**src/rtl/dir_button_event_ctrl.sv**
```systemverilog
// rtl/dir_button_event_ctrl.sv - direction button conditioning and press-event queue.
// Synchronize, debounce and edge-detect four buttons, then queue presses in fixed priority.
module dir_button_event_ctrl #(
  parameter int DEBOUNCE_CYCLES = 20,
  parameter int FIFO_DEPTH      = 4
) (
  input  logic                        clk,
  input  logic                        rst,
  input  logic                        up,
  input  logic                        down,
  input  logic                        right,
  input  logic                        left,
  output logic                        evt_valid,
  input  logic                        evt_ready,
  output logic [1:0]                  evt_dir,
  output logic [3:0]                  btn_level,
  output logic [$clog2(FIFO_DEPTH):0] fifo_count,
  output logic                        overflow
);

  localparam int CW = $clog2(DEBOUNCE_CYCLES);
  localparam int AW = $clog2(FIFO_DEPTH);
  localparam logic [CW-1:0] CNT_MAX = CW'(DEBOUNCE_CYCLES - 1);

  logic [3:0]    raw;
  logic [3:0]    sync1;
  logic [3:0]    sync;
  logic [CW-1:0] cnt [4];
  logic [3:0]    flip;
  logic [3:0]    press;
  logic [3:0]    pend;
  logic [3:0]    grant;
  logic [1:0]    push_dir;
  logic          push;
  logic          pop;
  logic [1:0]    mem [FIFO_DEPTH];
  logic [AW-1:0] rd_ptr;
  logic [AW-1:0] wr_ptr;

  // Bit index equals the direction code.
  assign raw = {left, right, down, up};

  always_ff @(posedge clk or posedge rst) begin
    if (rst) begin
      sync1 <= '0;
      sync  <= '0;
    end else begin
      sync1 <= raw;
      sync  <= sync1;
    end
  end

  always_comb begin
    for (int i = 0; i < 4; i++) begin
      flip[i] = (sync[i] != btn_level[i]) && (cnt[i] == CNT_MAX);
    end
  end

  assign press = flip & sync;

  always_ff @(posedge clk or posedge rst) begin
    if (rst) begin
      btn_level <= '0;
      for (int i = 0; i < 4; i++) cnt[i] <= '0;
    end else begin
      for (int i = 0; i < 4; i++) begin
        if (sync[i] == btn_level[i]) begin
          cnt[i] <= '0;
        end else if (cnt[i] == CNT_MAX) begin
          btn_level[i] <= sync[i];
          cnt[i]       <= '0;
        end else begin
          cnt[i] <= cnt[i] + 1'b1;
        end
      end
    end
  end

  // Push decision uses the count at cycle start, so a same-cycle pop never frees a slot.
  assign push  = (pend != 4'd0) && (fifo_count < (AW+1)'(FIFO_DEPTH));
  assign grant = push ? (pend & (~pend + 4'd1)) : 4'd0;
  assign pop   = evt_valid && evt_ready;

  always_comb begin
    push_dir = 2'd0;
    for (int i = 3; i >= 0; i--) begin
      if (pend[i]) push_dir = 2'(i);
    end
  end

  // A press landing on an already pending bit is merged, even if that bit is being granted.
  always_ff @(posedge clk or posedge rst) begin
    if (rst) begin
      pend     <= '0;
      overflow <= 1'b0;
    end else begin
      pend <= (pend & ~grant) | (press & ~pend);
      if ((press & pend) != 4'd0) overflow <= 1'b1;
    end
  end

  always_ff @(posedge clk or posedge rst) begin
    if (rst) begin
      rd_ptr     <= '0;
      wr_ptr     <= '0;
      fifo_count <= '0;
      for (int i = 0; i < FIFO_DEPTH; i++) mem[i] <= 2'd0;
    end else begin
      if (push) begin
        mem[wr_ptr] <= push_dir;
        wr_ptr      <= wr_ptr + 1'b1;
      end
      if (pop) rd_ptr <= rd_ptr + 1'b1;
      case ({push, pop})
        2'b10:   fifo_count <= fifo_count + 1'b1;
        2'b01:   fifo_count <= fifo_count - 1'b1;
        default: fifo_count <= fifo_count;
      endcase
    end
  end

  assign evt_valid = (fifo_count != '0);
  assign evt_dir   = mem[rd_ptr];

endmodule

```
**config.mk**
```make
export PLATFORM = sky130hd
export DESIGN_NAME = dir_button_event_ctrl
export DESIGN_NICKNAME = d
export VERILOG_FILES = /design/src/rtl/dir_button_event_ctrl.sv
export SDC_FILE = /design/constraint.sdc
export NUM_CORES = 1
export LEC_CHECK = 0
export ABC_AREA = 1
export CAP_MARGIN = 20
export CORE_MARGIN = 3
export CORE_UTILIZATION = 55
export DETAILED_ROUTE_END_ITERATION = 8
export DONT_BUFFER_PORTS = 1
export GPL_ROUTABILITY_DRIVEN = 0
export PLACE_DENSITY = 0.7
export REMOVE_ABC_BUFFERS = 1
export SLEW_MARGIN = 20
export SYNTH_ARGS = -nofsm -noshare
export SYNTH_HDL_FRONTEND = slang
export SYNTH_SLANG_ARGS = --single-unit
```
**constraint.sdc**
```tcl
create_clock -name clk -period 2.3 [get_ports clk]
set_input_delay 0.69 -clock clk [delete_from_list [all_inputs] [get_ports clk]]
set_output_delay 0.69 -clock clk [all_outputs]
set_load 0.005 [all_outputs]
```
* After elaboration in Yosys (flattened, before gate mapping) *
Cells that the tools add are included.

cells by class
  add/sub/neg operators = 9
  order comparisons = 4
  eq/ne operators = 14
  muxes and demuxes = 20
  bitwise operators = 14
  reductions and logical operators = 15

operators by type and width
  cell                                                         count
  two-way mux 5 bit                                            8
  adder 5 x 1 -> 5 bit (second input constant)                 4
  bitwise AND 4 bit                                            5
  == test 5 bit (second input constant)                        4
  two-way mux 2 bit                                            7
  bitwise mux 8 bit                                            1
  inverter 4 bit                                               2
  AND reduction 2 bit                                          4
  nonzero test 4 bit                                           2
  logical AND 1 bit                                            7
  >= comparator 3 bit (second input constant)                  2
  inverter 2 -> 3 bit                                          2
  case mux 3 bit (2 select lines)                              1
  adder 2 x 1 -> 2 bit (second input constant)                 2
  adder 4 x 1 -> 4 bit (second input constant)                 1
  binary-select mux 2 bit (select 2 bit)                       1
  demux 2 bit (select 2 bit)                                   1
  == test 1 bit                                                4
  two-way mux 4 bit                                            1
  != test 1 bit                                                4
  inverter 1 bit                                               4
  bitwise OR 4 bit                                             1
  adder 3 x 1 -> 3 bit (second input constant)                 1
  less-than comparator 3 x 1 -> 1 bit (second input constant)  1
  6 further kinds                                              6

storage, ports and cells
  register bits = 52
  bits of input ports = 7
  word-level logic and storage cells = 95

* Logic depth before layout (Yosys ltp) *
  depth in word-level cells = 7
  depth in mapped cells = 10
  mapped depth without buffers = 10

* Worst setup path after synthesis *
Ideal clock, no wire load.

  kind = input to register
  start = input evt_ready
  end = register fifo_count[2]
  library setup time = 0.131 ns
  arrival time = 1.708 ns
  slack = 0.461 ns
  stages on the path = 8
  path buffers = 0
  cell sequence = nand2_4 inv_1 ha_1 inv_1 fa_1 a21oi_1 o21ai_0 xor2_1

on the way
  longest elaborated chain between the ends = 3
  elaborated cells on any way between the ends = 5
  those cells by class = eq/ne (2); mux (1); reduce/logical (2)

RTL lines
  what                                                                   RTL line  source
  start, declared                                                        14        input logic evt_ready,
  logical AND 1 bit *                                                    82        assign pop = evt_valid && evt_ready;
  via pop                                                                35        logic pop;
  == test 2 x 1 -> 1 bit or == test 2 bit (tied branches)                114       case ({push, pop})
  case mux 3 bit (2 select lines) or nonzero test 2 bit (tied branches)  n/a
  end signal, assigned                                                   115       2'b10: fifo_count <= fifo_count + 1'b1;
  end signal, assigned                                                   116       2'b01: fifo_count <= fifo_count - 1'b1;
  end signal, assigned                                                   117       default: fifo_count <= fifo_count;
  end, declared                                                          17        output logic [$clog2(FIFO_DEPTH):0] fifo_count,

Mark *: on every way through the listed nets, which the timed path passes. The rest lies on a longest branch.
A chain may end at the register's enable or synchronous reset.

* Final worst setup path *
  start = register pend[0]
  end = register fifo_count[2]

on the way
  longest elaborated chain between the ends = 4
  elaborated cells on any way between the ends = 6
  those cells by class = eq/ne (2); mux (1); reduce/logical (3)

RTL lines
  what                                                                   RTL line  source
  start, declared                                                        31        logic [3:0] pend;
  start signal, assigned                                                 97        pend <= (pend & ~grant) | (press & ~pend);
  nonzero test 4 bit *                                                   80        assign push = (pend != 4'd0) && (fifo_count < (AW+1)'(FIFO_DEPTH));
  logical AND 1 bit *                                                    80
  == test 2 x 1 -> 1 bit or == test 2 bit (tied branches)                114
  case mux 3 bit (2 select lines) or nonzero test 2 bit (tied branches)  n/a

Mark *: on every way between the ends. The rest lies on a longest branch, timed or not.

==> results.yml <==
timing:
  grt_setup_unrepaired: "no"
  fmax_ghz: 0.523
  finalCriticalPeriod_ns: 1.91
  finalCritPeriodShare_pct: 83.1
  max_slew_margin_pct: 62.7
  final_hold_viol_count: 0
  clock_skew_ns: 0.00178
  slew_viol_final: 0
  worstMarginPinSlew_ns: 0.559
  tns_ns: 0
  setup_violations: 0
  whs_ns: 0.308
logic_synthesis:
  synthFlopType: "dfrtp_1"
  synth_top_area_share_pct: 55.2
  syn-instance-count: 243
  synth_edf_count: 0
  synth.most_common_cell: "dfrtp_1"
  ys_warn_count: 0
  avgSynthCellArea_um2: 9.70
  synth_top_area_cell: "dfrtp_1"
  ys_ff_latch: 52
  ys_seq_area_share_pct: 55.2
  synth_top_cells_by_area: "dfrtp_1 (55%), inv_1 (5.3%), nand2_1 (5.1%)"
  async_reset_ff_share_pct: 100
  ys_types: 26
  syn_area_um2: 2360
  yosys-top-cells-count: "dfrtp_1 (52), inv_1 (33), nand2_1 (32), nor2_1 (32), nand3_1 (17)"
setup_path:
  path_class: "flop to flop"
  cp-start-kind: "flop"
  r2r-start: "pend[0]"
  cpMostUsedCell: "nand2_4"
  cp_max_fo: 5
  r2r_end: "fifo_count[2]"
  crit_chain: "nor2_2, nand2_4, nand2_4, ha_1, inv_1, fa_1, a21oi_1, o21ai_0, xor2_1"
  critical_path_required_ns: 2.48
  critPathBufInv: 1
  critPathMaxStageDelay_ns: 0.42
  critPathSlowestCell: "dfrtp_1"
  crit_start: "pend[0]"
  crit_path_end_kind: "flop"
  rrSetupSlack_ns: 0.39
  cpLargestDelayFamily: "adder cells"
  r2r_cells: 9
  cp.arrival_ns: 2.10
routing:
  vias: 1530
  antenna_left: 0
  drtIter0Drc: 92
  wl_mm: 3.76
  drtPass1Iterations: 4
  wl_per_cell_um: 12.5
  drc: 0
  vias_per_cell: 5.07
place:
  io_buffers: 0
  dp_cells: 294
  dp_hpwl_mm: 2.69
finish:
  antenna_cells: 0
  instances_no_fill: 302
  fill_cells: 345
  drive_above_1_share_pct: 11.1
  num-nets-final: 268
  final_core_util_pct: 63.2
  syn_to_final_growth_pct: 8.87
global_routing:
  grt_usage_pct: 17.1
  antenna_found_initial: 0
  grt_pass1_wl_mm: 6.82
  grt_max_degree: 28
  overflow: 0
  grt_pass1_vias: 1505
power_and_ir_drop:
  ir_drop_mv: 0.642
  leakage_nw: 1.24
  power.total_mw: 2.08
  p_per_area_nw_per_um2: 812
floorplanning:
  die_area_um2: 5110
  ios: 18
  die_x_um: 71.5
  die_height_um: 71.5
  start_util_pct: 58.1
  core-area_um2: 4060
  fp-row-count: 23
clocking:
  clkSinkCount: 52
  clkLatencyLatePin_ns: 0.31
  cts-resized-gates: 0
  cts_inserted_buffers: 5
  clk_pin_slew_worst_paths_ns: 0.09
  clock_path_buffers: 2
  cts_hold_buf: 0
  tritoncts: "yes"
  cts_root_buf: "clkbuf_8"
  cts_setup_buffers: 0
  cts_htree_levels: 2
outcome:
  status: "finished, final reports clean"
flow_run:
  maxCapViolations: 0
hold_path:
  min_path_type: "primary input to asynchronous set/reset pin"
## layer usage
| layer | part of all wire [%] | vias up | GRT usage (%) |
|---|---|---|---|
| met4 | 2.1 | 0 | 8.14 |
| met1 | 48 | 719 | 24.7 |
| met5 | 0 | - | 0 |
| li1 | - | 783 | - |
| met2 | 46 | 20 | 24.8 |
| met3 | 3.4 | 8 | 3.65 |
## area by class of cell
cell class | count | area, um2 | area share (%)
multi-input combinational | 156 | 921 | 35.9
timing repair buffer | 1 | 20.0 | 0.780
clock buffer | 7 | 96.3 | 3.76
clock inverter | 1 | 30.0 | 1.17
tap | 50 | 62.6 | 2.44
sequential | 52 | 1300 | 50.7
inverter | 35 | 134 | 5.22
## worst register-to-register path: cells and delay by family (launching register included)
kind / cells / cell delay [ns]
xor+xnor: 1 / 0.16
simple gates: 3 / 0.36
flops: 1 / 0.42
compound gates: 2 / 0.26
buf+inv: 1 / 0.06
fa+ha+maj: 2 / 0.51
## cell families after synthesis
group | Yosys count | synth area share (%)
simple gates | 99 | 20.8
flops | 52 | 55.2
buf+inv | 35 | 5.68
compound gates | 32 | 7.06
xor+xnor | 15 | 5.58
fa+ha+maj | 10 | 5.63
## layout by cell type, fill, tap and decap left out, types with 2 or more instances in the layout
cell	synthesis	routed
o22ai_1	2	2
inv_1	33	32
o21ai_0	15	15
nor2_1	32	32
nand2_4	3	3
nor3b_2	2	2
ha_1	9	9
dfrtp_1	52	52
nand4_1	2	2
nand3_1	17	17
inv_2	1	2
o21ai_1	10	10
or2_2	2	2
nor2_2	3	3
clkbuf_8	0	7
xor2_1	12	12
a21oi_1	4	4
xnor2_1	3	3
nand2_1	32	32
nor2_4	2	2
## state kept, by name (all words and copies together) (netlist names), 3 cells and up
register / count
cnt: 20
pend: 4
btn_level: 4
sync1: 4
mem: 8
fifo_count: 3
sync: 4
## per-stage QoR
| step | worst slack (ns) | instance area, um2 |
|---|---|---|
| after global placement | 0.412 | 2440 |
| after floorplan | 0.352 | 2360 |
| after detailed placement | 0.339 | 2440 |
| after CTS | 0.361 | 2560 |
| final | 0.389 | 2560 |
| after global routing | 0.262 | 2560 |
## how the worst max path moves through the flow
stage | end | cells after the start
2_1_floorplan | btn_level[0] | 1
3_3_place_gp | fifo_count[2] | 8
3_5_place_dp | fifo_count[2] | 8
4_1_cts | fifo_count[2] | 10
5_1_grt | fifo_count[2] | 10
6_report | fifo_count[2] | 9
## power breakdown
| part | internal (mW) | switching [mW] | leakage [nW] | total (mW) |
|---|---|---|---|---|
| Combinational | 0.128 | 0.222 | 0.485 | 0.351 |
| Sequential | 0.985 | 0.0696 | 0.687 | 1.05 |
| Clock | 0.384 | 0.293 | 0.0645 | 0.677 |
| Total | 1.50 | 0.585 | 1.24 | 2.08 |
No activity file was read; power rests on OpenSTA's default activity.
